$ cat config.mk
export PLATFORM = sky130hd
export DESIGN_NAME = sipo_word_receiver
export DESIGN_NICKNAME = d
export VERILOG_FILES = /design/src/rtl/sipo_word_receiver.sv
export SDC_FILE = /design/constraint.sdc
export NUM_CORES = 1
export LEC_CHECK = 0
export CELL_PAD_IN_SITES_DETAIL_PLACEMENT = 1
export CELL_PAD_IN_SITES_GLOBAL_PLACEMENT = 2
export CORE_MARGIN = 8
export CORE_UTILIZATION = 30
export DETAILED_ROUTE_END_ITERATION = 12
export GPL_ROUTABILITY_DRIVEN = 0
export HOLD_SLACK_MARGIN = 0.02
export PLACE_DENSITY_LB_ADDON = 0.1
export SLEW_MARGIN = 20
export SYNTH_ARGS = -nofsm -noshare
export SYNTH_HDL_FRONTEND = slang
export SYNTH_SLANG_ARGS = --single-unit
$ cat constraint.sdc
create_clock -name clk -period 2.3 [get_ports clk]
set_input_delay 0.345 -clock clk [delete_from_list [all_inputs] [get_ports clk]]
set_output_delay 0.345 -clock clk [all_outputs]
set_load 0.03 [all_outputs]
$ cat src/rtl/sipo_word_receiver.sv
// Serial-in/parallel-out word receiver: framed serial bits -> WIDTH-bit words on a valid/ready register.
// Latency 1 cycle from last bit to out_valid; a full, unconsumed output register drops new words (sticky overrun).
// Optional even parity bit per word when SIPO_PARITY_EN is defined.
module sipo_word_receiver #(
    parameter int WIDTH     = 4,
    parameter bit MSB_FIRST = 1'b1
) (
    input  logic             clk,
    input  logic             rst,
    input  logic             serial_in,
    input  logic             serial_valid,
    input  logic             sof,
    output logic [WIDTH-1:0] parallel_out,
    output logic             out_valid,
    input  logic             out_ready,
    output logic             frame_err,
    output logic             overrun,
    output logic             parity_err
);

`ifdef SIPO_PARITY_EN
    localparam int LAST = WIDTH + 1;
`else
    localparam int LAST = WIDTH;
`endif
    localparam int CW = $clog2(WIDTH + 2);

    localparam logic [0:0] S_IDLE  = 1'b0;
    localparam logic [0:0] S_SHIFT = 1'b1;

    localparam logic [CW-1:0] DATA_C = CW'(WIDTH);
    localparam logic [CW-1:0] END_C  = CW'(LAST - 1);

    logic [0:0]       state_q, state_d;
    logic [CW-1:0]    cnt_q, cnt_d;
    logic [WIDTH-1:0] sr_q, sr_d;
    logic             par_q, par_d;
    logic [WIDTH-1:0] pout_q, pout_d;
    logic             ovld_q, ovld_d;
    logic             ferr_q, ferr_d;
    logic             perr_q, perr_d;
    logic             ovr_q, ovr_d;
    logic             word_done;
    logic             word_ok;

    function automatic logic [WIDTH-1:0] shift_in(input logic [WIDTH-1:0] v, input logic b);
        if (MSB_FIRST) begin
            return {v[WIDTH-2:0], b};
        end else begin
            return {b, v[WIDTH-1:1]};
        end
    endfunction

    always_comb begin
        state_d   = state_q;
        cnt_d     = cnt_q;
        sr_d      = sr_q;
        par_d     = par_q;
        pout_d    = pout_q;
        ovld_d    = ovld_q;
        ovr_d     = ovr_q;
        ferr_d    = 1'b0;
        perr_d    = 1'b0;
        word_done = 1'b0;
        word_ok   = 1'b1;

        if (serial_valid) begin
            if (sof) begin
                // sof always restarts; only a partial word in flight is an error
                if (state_q == S_SHIFT && cnt_q != '0) begin
                    ferr_d = 1'b1;
                end
                state_d = S_SHIFT;
                cnt_d   = CW'(1);
                sr_d    = shift_in('0, serial_in);
                par_d   = serial_in;
            end else if (state_q == S_SHIFT) begin
                if (cnt_q < DATA_C) begin
                    sr_d  = shift_in(sr_q, serial_in);
                    par_d = par_q ^ serial_in;
                end
                if (cnt_q == END_C) begin
                    word_done = 1'b1;
                    cnt_d     = '0;
`ifdef SIPO_PARITY_EN
                    word_ok   = (par_q == serial_in);
`endif
                end else begin
                    cnt_d = cnt_q + CW'(1);
                end
            end
        end

        perr_d = word_done & ~word_ok;

        // The holding register frees up in the same cycle it is consumed
        if (word_done && word_ok) begin
            if (!ovld_q || out_ready) begin
                pout_d = sr_d;
                ovld_d = 1'b1;
            end else begin
                ovr_d = 1'b1;
            end
        end else if (ovld_q && out_ready) begin
            ovld_d = 1'b0;
        end
    end

    always_ff @(posedge clk) begin
        if (!rst) begin
            state_q <= S_IDLE;
            cnt_q   <= '0;
            sr_q    <= '0;
            par_q   <= 1'b0;
            pout_q  <= '0;
            ovld_q  <= 1'b0;
            ferr_q  <= 1'b0;
            perr_q  <= 1'b0;
            ovr_q   <= 1'b0;
        end else begin
            state_q <= state_d;
            cnt_q   <= cnt_d;
            sr_q    <= sr_d;
            par_q   <= par_d;
            pout_q  <= pout_d;
            ovld_q  <= ovld_d;
            ferr_q  <= ferr_d;
            perr_q  <= perr_d;
            ovr_q   <= ovr_d;
        end
    end

    assign parallel_out = pout_q;
    assign out_valid    = ovld_q;
    assign frame_err    = ferr_q;
    assign overrun      = ovr_q;
`ifdef SIPO_PARITY_EN
    assign parity_err   = perr_q;
`else
    assign parity_err   = 1'b0;
`endif

endmodule

==> impl_metrics.json <==
{
  "tns_ps": 0,
  "cts_buffers": 3,
  "cap_violations": 0,
  "syn_avg_cell_area_um2": 9.02,
  "yosysTopAreaCell": "dfxtp_1",
  "cp-start-kind": "flip-flop",
  "yosysUniqueCellTypes": 26,
  "critical-path-max-stage-delay_ps": 670,
  "die_area_um2": 3870,
  "htreeDepth": 1,
  "core.rowCount": 16,
  "fin_cells": 112,
  "crit_arrival_ps": 1290,
  "drive_gt1_share_pct": 11.8,
  "worst_path_max_delay_cell": "clkdlybuf4s50_1",
  "port_buffers": 12,
  "skew_ps": 6.09,
  "antenna-diode-count": 0,
  "critPathBufInv": 1,
  "period_minus_slack_ps": 1640,
  "dp_slack_ps": 589,
  "crit_type": "reg2out",
  "cts_root_buffer": "clkbuf_4",
  "postCtsSetupBuffers": 0,
  "ant_nets": 0,
  "firstDrtPassIters": 2,
  "final_net_count": 94,
  "grt_pass1_vias": 567,
  "p_leak_uw": 0.000316,
  "num_io_pins": 14,
  "cp.required_ps": 1960,
  "placed_cells": 108,
  "fp.dieH_um": 62.2,
  "clkSinkCount": 14,
  "clock_path_buffers": 2,
  "finalSetupViolCount": 0,
  "start_util_pct": 32.3,
  "mostFrequentLayoutCells": "dfxtp_1 (14), nand2_1 (13), clkdlybuf4s50_1 (12), inv_1 (5)",
  "path_clk_slew_ps": 90,
  "finalMaxSlewViolations": 0,
  "clk-insertion-delay-late_ps": 280,
  "synth_warnings": 0,
  "drt-wirelength-per-cell_um": 13.1,
  "drt_iter0_markers": 7,
  "cp-end-kind": "output port",
  "power_density_nw_per_um2": 568,
  "final_common_cell": "dfxtp_1",
  "final_hold_viol_count": 0,
  "antenna_found_initial": 0,
  "tritoncts": "done",
  "synth_top_area_share_pct": 43.7,
  "ys_seq_elements": 14,
  "peakVddDrop_mv": 0.455,
  "synth_area_leaders": "dfxtp_1 (44%), nand2_1 (7.6%), mux2i_1 (6.3%), ha_1 (3.9%), nand3_1 (3.1%)",
  "rsz0062_at_grt": "false",
  "synth-seq-area-share_pct": 43.7,
  "viasPerCell": 4.84,
  "dp.final_hpwl_mm": 1.18,
  "holdBufCountCts": 0,
  "synth_cells": 71,
  "grt_pass1_wl_mm": 2.61,
  "min_path_type": "reg2reg",
  "die_w_um": 62.2,
  "vias": 542,
  "drc": 0,
  "area_delta_synth_final_pct": 27.7,
  "grt_max_degree": 12,
  "cts_resized": 0,
  "path_max_fanout": 2,
  "period_share_pct": 71.1,
  "critPathTopFamily": "buffers and inverters",
  "clock.fmax_mhz": 611,
  "status": "complete, no violations",
  "track_usage_pct": 8.13,
  "netlist_area_um2": 641,
  "worstPathCellList": "clkdlybuf4s50_1",
  "setup_ws_ps": 664,
  "design.core.area_um2": 1980,
  "wl_mm": 1.47,
  "overflow": 0,
  "synth_nets": 79
}
-- through the flow --
stage	area (um^2)	hold slack, ps	utilization [%]	total power (uW)
6_report	818	457	41.3	465
5_1_grt	818	487	41.3	489
4_1_cts	818	464	41.3	471
3_5_place_dp	782	451	39.5	296
3_3_place_gp	782	446	39.5	296
2_1_floorplan	641	438	-	280
-- cell usage after synthesis --
library cell / number
dfxtp_1: 14
nand2_1: 13
inv_1: 5
mux2i_1: 4
nand3_1: 4
o21ai_0: 4
a21oi_1: 3
a31oi_1: 2
buf_4: 2
ha_1: 2
nand2b_1: 2
nor2_1: 2
a2111oi_0: 1
a211oi_1: 1
a21boi_0: 1
a21o_2: 1
a22oi_1: 1
and3b_2: 1
and4b_2: 1
and4bb_4: 1
buf_2: 1
conb_1: 1
nand3_4: 1
nor2b_1: 1
o31ai_1: 1
or2b_1: 1
-- routing by layer --
metal	share of wire, %	global-route usage (%)	routed length (um)
met5	0	0	0
met1	45	8.75	663
met4	0.95	1.75	14
met3	7.6	5.02	112
met2	46	13.2	678
-- report_power, final --
| group | switching [uW] | total (uW) | internal (uW) |
|---|---|---|---|
| logic | 21.5 | 38.2 | 16.7 |
| clock network | 78.8 | 175 | 96.3 |
| registers | 5.02 | 252 | 247 |
| total | 105 | 465 | 359 |
-- registers in the layout, indices dropped and copies added, names as in the netlist --
name          cells
frame_err         1
sr_q              3
state_q           1
overrun           1
out_valid         1
parallel_out      4
cnt_q             3
-- path summary, 6_finish.rpt --
| check | from | cells after the start | endpoint | slack [ps] |
|---|---|---|---|---|
| max | parallel_out[0] | 1 | parallel_out[0] | 660 |
| min | overrun | 2 | overrun | 460 |
| max reg2reg | cnt_q[0] | 5 | cnt_q[1] | 960 |
| min reg2reg | overrun | 2 | overrun | 460 |
-- final cells by class --
class / instances / area (um^2)
clock buffers: 4 / 36.3
fillers: 227 / 1160
inverters: 5 / 18.8
multi-input cells: 49 / 322
flip-flops and latches: 14 / 280
well taps: 27 / 33.8
repair buffers: 13 / 128
-- cells by family after synthesis --
kind of cell	count (synthesis)	synth area share, %
adders and majority gates	2	3.91
and+or+nand+nor	27	24.6
buffers and inverters	8	6.05
other	1	0.585
DFF	14	43.8
AOI/OAI and AO/OA	15	14.8
muxes	4	6.25
(Power assumes the default switching activity.)
